[src/rtl/m_alu_unary_issue_pkg.sv]
// Shared unary-ALU types: operation encoding, request bundle and default tag width.
package p_alu;

  // Default width of the tag travelling with each unary request.
  localparam int ALU_TAG_W = 4;

  // Operations understood by the unary ALU; ID passes the operand through.
  typedef enum logic [2:0] {
    UNARY_OP_ID   = 3'd0,
    UNARY_OP_NEG  = 3'd1,
    UNARY_OP_NOT  = 3'd2,
    UNARY_OP_ZERO = 3'd3,
    UNARY_OP_INC  = 3'd4,
    UNARY_OP_DEC  = 3'd5
  } e_unary_op;

  // One request as it moves from decode through the issue buffer to the ALU.
  typedef struct packed {
    e_unary_op            op;
    logic [31:0]          in;
    logic [ALU_TAG_W-1:0] tag;
  } s_unary_req;

endpackage

[src/rtl/m_alu_unary_issue.sv]
// Issue buffer in front of the unary ALU: a small first-word-fall-through FIFO
// that decouples decode from execute stalls and supports a one-cycle flush.
module m_alu_unary_issue
  import p_alu::*;
#(
  parameter int DEPTH = 4,
  parameter int TAG_W = ALU_TAG_W
) (
  input  logic                     clk,
  input  logic                     rst,
  input  logic                     flush,
  input  logic                     req_valid,
  output logic                     req_ready,
  input  e_unary_op                req_op,
  input  logic [31:0]              req_in,
  input  logic [TAG_W-1:0]         req_tag,
  output logic                     iss_valid,
  input  logic                     iss_ready,
  output e_unary_op                iss_op,
  output logic [31:0]              iss_in,
  output logic [TAG_W-1:0]         iss_tag,
  output logic [$clog2(DEPTH):0]   count
);

  localparam int PTR_W = $clog2(DEPTH);
  localparam int CNT_W = PTR_W + 1;
  localparam logic [CNT_W-1:0] FULL_COUNT = CNT_W'(DEPTH);

  // Entry layout follows the TAG_W parameter so non-default tag widths work.
  typedef struct packed {
    e_unary_op          op;
    logic [31:0]        in;
    logic [TAG_W-1:0]   tag;
  } entry_t;

  entry_t             mem_q [DEPTH];
  logic [PTR_W-1:0]   wrPtr_q, wrPtr_d;
  logic [PTR_W-1:0]   rdPtr_q, rdPtr_d;
  logic [CNT_W-1:0]   count_q, count_d;
  logic               push;
  logic               pop;

  // Handshakes depend only on registered occupancy, so no input reaches an output.
  assign req_ready = (count_q != FULL_COUNT);
  assign iss_valid = (count_q != '0);
  assign push      = req_valid && req_ready;
  assign pop       = iss_valid && iss_ready;
  assign count     = count_q;

  // Next-state for pointers and occupancy; flush collapses the buffer and ignores traffic.
  always_comb begin
    wrPtr_d = wrPtr_q;
    rdPtr_d = rdPtr_q;
    count_d = count_q;
    if (flush) begin
      rdPtr_d = wrPtr_q;
      count_d = '0;
    end else begin
      if (push) wrPtr_d = wrPtr_q + 1'b1;
      if (pop)  rdPtr_d = rdPtr_q + 1'b1;
      case ({push, pop})
        2'b10:   count_d = count_q + 1'b1;
        2'b01:   count_d = count_q - 1'b1;
        default: count_d = count_q;
      endcase
    end
  end

  // Control registers; reset outranks flush and drops every entry.
  always_ff @(posedge clk) begin
    if (rst) begin
      wrPtr_q <= '0;
      rdPtr_q <= '0;
      count_q <= '0;
    end else begin
      wrPtr_q <= wrPtr_d;
      rdPtr_q <= rdPtr_d;
      count_q <= count_d;
    end
  end

  // Storage array is never cleared; only accepted, non-flushed pushes write it.
  always_ff @(posedge clk) begin
    if (push && !flush && !rst) begin
      mem_q[wrPtr_q] <= '{op: req_op, in: req_in, tag: req_tag};
    end
  end

  // Head read mux; an empty buffer presents a harmless pass-through of zero.
  always_comb begin
    iss_op  = UNARY_OP_ID;
    iss_in  = '0;
    iss_tag = '0;
    if (iss_valid) begin
      iss_op  = mem_q[rdPtr_q].op;
      iss_in  = mem_q[rdPtr_q].in;
      iss_tag = mem_q[rdPtr_q].tag;
    end
  end

endmodule

[config.mk]
export PLATFORM = sky130hd
export DESIGN_NAME = m_alu_unary_issue
export DESIGN_NICKNAME = d
export VERILOG_FILES = /design/src/rtl/m_alu_unary_issue_pkg.sv /design/src/rtl/m_alu_unary_issue.sv
export SDC_FILE = /design/constraint.sdc
export NUM_CORES = 1
export LEC_CHECK = 0
export BUFFER_PORTS_ARGS = -buffer_cell sky130_fd_sc_hd__buf_2
export CELL_PAD_IN_SITES_DETAIL_PLACEMENT = 0
export CELL_PAD_IN_SITES_GLOBAL_PLACEMENT = 1
export CORE_MARGIN = 5
export CORE_UTILIZATION = 53
export CTS_CLUSTER_SIZE = 14
export DETAILED_ROUTE_END_ITERATION = 10
export GPL_ROUTABILITY_DRIVEN = 0
export HOLD_SLACK_MARGIN = 0.15
export PLACE_DENSITY = 0.82
export SYNTH_ARGS = -nofsm -noshare
export SYNTH_HDL_FRONTEND = slang
export SYNTH_SLANG_ARGS = --single-unit
[constraint.sdc]
create_clock -name clk -period 4.95 [get_ports clk]
set_input_delay 0.99 -clock clk [delete_from_list [all_inputs] [get_ports clk]]
set_output_delay 0.99 -clock clk [all_outputs]
set_load 0.02 [all_outputs]
==> impl_metrics.py, run 1 <==
metrics = {
    "floorplan": {
        "die_y_um": 120,
        "core_area_um2": 11900,
        "die_w_um": 120,
        "start_util_pct": 53.8,
        "ios": 88,
        "die_area_um2": 14400,
        "placementRows": 40,
    },
    "cells_and_area": {
        "fin_area_um2": 7580,
        "final_cell_mix": "edfxtp_1, buf_2, mux4_2, nor2b_1, clkbuf_16",
        "diodes": 0,
        "final_nets": 447,
        "layout_commonest_cell": "edfxtp_1",
        "multi_input_area_um2": 1440,
        "area_growth_pct": 18.4,
        "fillers": 842,
        "seqCellArea_um2": 4870,
        "drive_gt1_share_pct": 40.2,
        "final_cells": 557,
    },
    "min_path": {
        "hold_end": "wrPtr_q[1]",
        "worstHoldStart": "wrPtr_q[1]",
        "hold_path.class": "reg2reg",
        "hold_path_depth": 2,
    },
    "placed_design": {
        "hpwl_um": 6490,
        "post_dp_cell_area_um2": 6970,
        "port_buffers": 87,
        "dpl.cell_count": 525,
        "pre_cts_ws_ps": 1910,
    },
    "power_and_ir_drop": {
        "power.clock.fraction_pct": 43.1,
        "p_sw_share_pct": 20.4,
        "netSwitchingPower_uw": 634,
        "peakVddDrop_uv": 285,
        "pwr-share-seq_pct": 50.7,
        "p_int_uw": 2480,
        "power.density_nw_per_um2": 410,
        "p_leak_uw": 0.00261,
        "combinationalPowerShare_pct": 6.2,
    },
    "logic_synthesis": {
        "ys_ff_latch": 165,
        "synth_cell_types": 30,
        "synth_edf_count": 156,
        "syn-instance-count": 304,
        "synth_area_um2": 6400,
        "syn_area_per_cell_um2": 21.1,
        "yosys_warnings": 0,
        "synth-async-reset-ratio_pct": 0,
        "synth-main-ff-cell": "edfxtp_1",
        "ys_seq_area_share_pct": 76.0,
        "synthesis.nets": 354,
    },
    "clocking": {
        "insertion_delay_ps": 410,
        "ctsHoldBuffers": 0,
        "clkTransAtPathRegs_ps": 60,
        "cts-htree-levels": 4,
        "tritoncts": "yes",
        "clock_tree.root_cell": "clkbuf_16",
        "clockBufferDepth": 2,
        "cts_resized": 0,
        "cts_setup_buffers": 0,
        "cts_sinks": 165,
        "numCtsBuffers": 17,
    },
    "timing": {
        "post-route-period-util_pct": 65.7,
        "tightest_slew_ps": 1060,
        "rsz0062_at_grt": "no",
        "hold_violations": 0,
        "slew-limit-headroom_pct": 29.0,
        "min_period_ps": 3250,
        "fmax_ghz": 0.308,
        "layout_setup_ws_ps": 1700,
        "timing.setup.tns_ps": 0,
        "hold_slack_ps": 533,
        "finalSetupViolCount": 0,
        "slew_violations": 0,
        "skew_ps": 5.94,
    },
    "routing": {
        "wl_um": 11200,
        "post_drt_via_cell_ratio": 5.50,
        "drc_errors": 0,
        "drt-pass1-iter-count": 5,
        "drt_iter0_drc": 223,
        "vias": 3065,
        "postRouteAntennaNets": 0,
        "routedWlPerCell_um": 20.0,
    },
    "status": {
        "status": "complete, no violations",
    },
    "global_route": {
        "grt_overflow": 0,
        "antenna_found_initial": 0,
        "grt_pass1_wl_um": 17500,
        "grt_pass1_vias": 3206,
        "grt_max_degree": 43,
        "grt_usage_pct": 16.5,
    },
    "setup_path": {
        "r2r_slack_ps": 2580,
        "critPathMaxFanout": 39,
        "worst_setup_path_start_kind": "flip-flop",
        "crit_type": "reg2out",
        "cp_data_arrival_time_ps": 2260,
        "crit_required_ps": 3960,
        "r2r_end": "mem_q[1][27]",
        "crit_path_end_kind": "output port",
        "r2r-start": "count[0]",
        "reg2regPathDepth": 3,
    },
    "job": {
        "drv_cap": 0,
    },
}
-- final cells by class --
cell class / count / share of cell area [%]
clock buffers: 17 / 5.61
repair buffers: 88 / 5.84
multi-input cells: 117 / 19.0
well taps: 147 / 2.43
inverters: 8 / 0.396
clock inverters: 15 / 2.46
flip-flops and latches: 165 / 64.2
-- logic make-up (layout without fill, tap and decap cells) --
logic type,count (synthesis),count (layout),share of synthesized area (%)
xor gates and xnor gates,3,3,0.410
AOI/OAI and AO/OA,9,9,0.918
and+or+nand+nor,58,58,5.70
adders and majority gates,6,6,1.29
buffers and inverters,22,128,1.68
muxes,41,41,14.0
DFF,165,165,76.0
-- registers in the layout (all words and copies together) (netlist names), named ones only --
signal	flops
wrPtr_q	2
rdPtr_q	2
count	3
mem_q	156
-- stage by stage --
stage / power (uW) / utilization [%]
2_1_floorplan: 1730 / -
3_3_place_gp: 1800 / 58.5
3_5_place_dp: 1810 / 58.5
4_1_cts: 3140 / 63.7
5_1_grt: 3220 / 63.7
6_report: 3110 / 63.7
-- power by group through the flow --
stage          clock (uW)  sequential, uW  combinational, uW
2_1_floorplan           0            1590                143
3_3_place_gp            0            1610                192
3_5_place_dp            0            1610                197
4_1_cts              1360            1580                198
5_1_grt              1430            1580                211
6_report             1340            1580                194
-- metal layers --
layer | up-vias | GRT usage [%] | share of wire [%]
met1 | 1563 | 21.6 | 43
met3 | 8 | 4.81 | 5.8
met2 | 94 | 26.9 | 50
met5 | - | 0 | 0
li1 | 1400 | - | -
met4 | 0 | 4.94 | 0.75
-- synth_stat cells, types with 2 or more instances --
master    number  area, um^2
xor2_1         2        17.5
nor2b_1       39         244
nor3_1         3        15.0
mux4_2        39         878
nor3b_2        2        25.0
nand2b_1       2        12.5
buf_4          2        15.0
clkbuf_1       8        30.0
o21a_1         2        15.0
buf_2          2        10.0
and2_1         4        25.0
buf_6          2        22.5
dfxtp_1        9         180
a21oi_1        3        15.0
edfxtp_1     156        4680
nor2_1         3        11.3
inv_1          8        30.0
ha_1           5        62.6
nand2_1        2        7.51
-- how the worst max path moves through the flow --
| stage | from | to | slack (ps) | cells past startpoint |
|---|---|---|---|---|
| 4_1_cts | flip-flop | iss_in[3] | 1600 | 3 |
| 3_3_place_gp | flush | mem_q[2][21] | 2000 | 3 |
| 6_report | flip-flop | iss_in[3] | 1700 | 3 |
| 2_1_floorplan | flush | mem_q[0][0] | 1950 | 3 |
| 5_1_grt | flip-flop | iss_in[13] | 1490 | 3 |
| 3_5_place_dp | flush | mem_q[1][21] | 1910 | 3 |
-- critical path: stages, from the launching register on --
cell and delay [ps]:
dfxtp_4 880, mux4_2 600, nor2b_1 170, buf_2 190
Power figures use the tool's default switching activity.
==> inputs of run 2 (changes only) <==
--- a/config.mk
+++ b/config.mk
@@ -9,12 +9,12 @@
 export CELL_PAD_IN_SITES_DETAIL_PLACEMENT = 0
 export CELL_PAD_IN_SITES_GLOBAL_PLACEMENT = 1
 export CORE_MARGIN = 5
-export CORE_UTILIZATION = 53
+export CORE_UTILIZATION = 49
 export CTS_CLUSTER_SIZE = 14
 export DETAILED_ROUTE_END_ITERATION = 10
 export GPL_ROUTABILITY_DRIVEN = 0
 export HOLD_SLACK_MARGIN = 0.15
-export PLACE_DENSITY = 0.82
+export PLACE_DENSITY = 0.77
 export SYNTH_ARGS = -nofsm -noshare
 export SYNTH_HDL_FRONTEND = slang
 export SYNTH_SLANG_ARGS = --single-unit
==> constraint.sdc (replaced) <==
create_clock -name clk -period 3.4 [get_ports clk]
set_input_delay 0.68 -clock clk [delete_from_list [all_inputs] [get_ports clk]]
set_output_delay 0.68 -clock clk [all_outputs]
set_load 0.02 [all_outputs]
==> run 2 against run 1 <==
Register-to-register slack got worse by 1500 ps. Sequential cell count did not move. Clock-buffer cell count rose by 1. Sequential power increased by 44%. Clock power increased by 57%. Critical path depth rose by 1. Sequential share of layout area down 1.8 points. Cell count up 6.8%. Combinational power increased by 62%. Setup slack got worse by 1000 ps. Die area increased by 7.5%.
==> impl_metrics.py, run 2 (synthesized netlist as in run 1, its figures left out) <==
metrics = {
    "setup_path": {
        "crit_type": "reg2out",
        "crit_required_ps": 2720,
        "critPathMaxFanout": 32,
        "worst_setup_path_start_kind": "flip-flop",
        "r2r_end": "mem_q[0][24]",
        "cp_data_arrival_time_ps": 2060,
        "r2r_slack_ps": 1080,
        "reg2regPathDepth": 4,
        "crit_path_end_kind": "output port",
        "r2r-start": "count[0]",
    },
    "cells_and_area": {
        "largest_register": "mem_q",
        "largest_register_ffs": 156,
        "diodes": 0,
        "final_cell_mix": "edfxtp_1, buf_2, mux4_2, nor2b_1, clkbuf_16",
        "drive_gt1_share_pct": 42.1,
        "area_growth_pct": 21.8,
        "final_nets": 460,
        "layout_commonest_cell": "edfxtp_1",
    },
    "status": {
        "status": "complete, no violations",
    },
    "floorplan": {
        "die_area_um2": 15500,
        "ios": 88,
        "placementRows": 41,
        "die_w_um": 124,
        "core_area_um2": 12700,
        "start_util_pct": 50.3,
        "die_y_um": 124,
    },
    "clocking": {
        "insertion_delay_ps": 420,
        "clkTransAtPathRegs_ps": 60,
        "cts_resized": 0,
        "clock_tree.root_cell": "clkbuf_16",
        "cts_setup_buffers": 0,
        "cts-htree-levels": 4,
        "tritoncts": "yes",
        "cts_sinks": 165,
        "clockBufferDepth": 2,
        "ctsHoldBuffers": 0,
        "numCtsBuffers": 17,
    },
    "timing": {
        "skew_ps": 5.10,
        "hold_slack_ps": 471,
        "finalSetupViolCount": 0,
        "post-route-period-util_pct": 80.5,
        "slew_violations": 0,
        "tightest_slew_ps": 559,
        "hold_violations": 0,
        "rsz0062_at_grt": "no",
        "slew-limit-headroom_pct": 62.2,
        "min_period_ps": 2740,
        "fmax_ghz": 0.365,
        "timing.setup.tns_ps": 0,
    },
    "global_route": {
        "grt_pass1_vias": 3339,
        "grt_usage_pct": 15.6,
        "grt_max_degree": 33,
        "grt_overflow": 0,
        "antenna_found_initial": 0,
        "grt_pass1_wl_um": 18200,
    },
    "min_path": {
        "hold_end": "mem_q[0][4]",
        "worstHoldStart": "req_in[0]",
        "hold_path_depth": 1,
        "hold_path.class": "in2reg",
    },
    "power_and_ir_drop": {
        "p_leak_uw": 0.00271,
        "peakVddDrop_uv": 473,
        "power.density_nw_per_um2": 603,
    },
    "placed_design": {
        "hpwl_um": 7270,
        "port_buffers": 87,
    },
    "routing": {
        "drt_iter0_drc": 150,
        "routedWlPerCell_um": 19.0,
        "topRoutingLayerUsed": "met4",
        "post_drt_via_cell_ratio": 5.20,
        "wl_um": 11300,
        "postRouteAntennaNets": 0,
        "drt-pass1-iter-count": 4,
        "met1Wirelength_um": 5000,
        "drc_errors": 0,
        "route.met2.wl_um": 5520,
        "wl_met3_um": 604,
        "vias": 3093,
    },
    "job": {
        "drv_cap": 0,
    },
}
==> run 2: where the power goes <==
group          internal [uW]  total [uW]  leakage [uW]  switching (uW)
Combinational            144         315      0.000916             171
Sequential              2250        2270       0.00148            20.3
Clock                   1370        2110      0.000311             740
Total                   3770        4700       0.00271             931
==> run 2: worst max path at each step <==
stage / start / endpoint / slack, ps
after detailed placement: flush / mem_q[0][14] / 760
after CTS: flip-flop / iss_in[20] / 580
after floorplan: flush / mem_q[0][0] / 710
final: flip-flop / iss_in[18] / 660
after global routing: flip-flop / iss_in[18] / 520
after global placement: flush / mem_q[0][14] / 810
==> run 2: per-layer routing <==
metal,GRT usage [%],up-vias
met5,0,-
met4,5.61,0
met3,5.49,20
met2,25.0,74
met1,19.8,1571
li1,-,1428
==> run 2: area by class of cell <==
| type | instances | area [um^2] |
|---|---|---|
| clock buffers | 18 | 429 |
| multi-input cells | 117 | 1440 |
| inverters | 8 | 30.0 |
| repair buffers | 101 | 578 |
| flip-flops and latches | 165 | 4870 |
| well taps | 172 | 215 |
| fillers | 942 | 4920 |
| clock inverters | 14 | 233 |
==> run 2: worst max-delay path, stage by stage, from the launching register on <==
cell and delay, ps:
dfxtp_4 450, buf_12 290, mux4_2 560, nor2b_1 140, buf_2 160
==> run 2: stage by stage <==
step                      util [%]  setup WS, ps  area, um^2  std cells  power, uW
after CTS                     61.3           579        7800        595       4740
final                         61.3           664        7800        595       4700
after detailed placement      56.1           763        7140        563       2640
after floorplan                  -           709        6400        304       2520
after global routing          61.3           520        7800        595       4860
after global placement        56.1           813        7140        563       2630
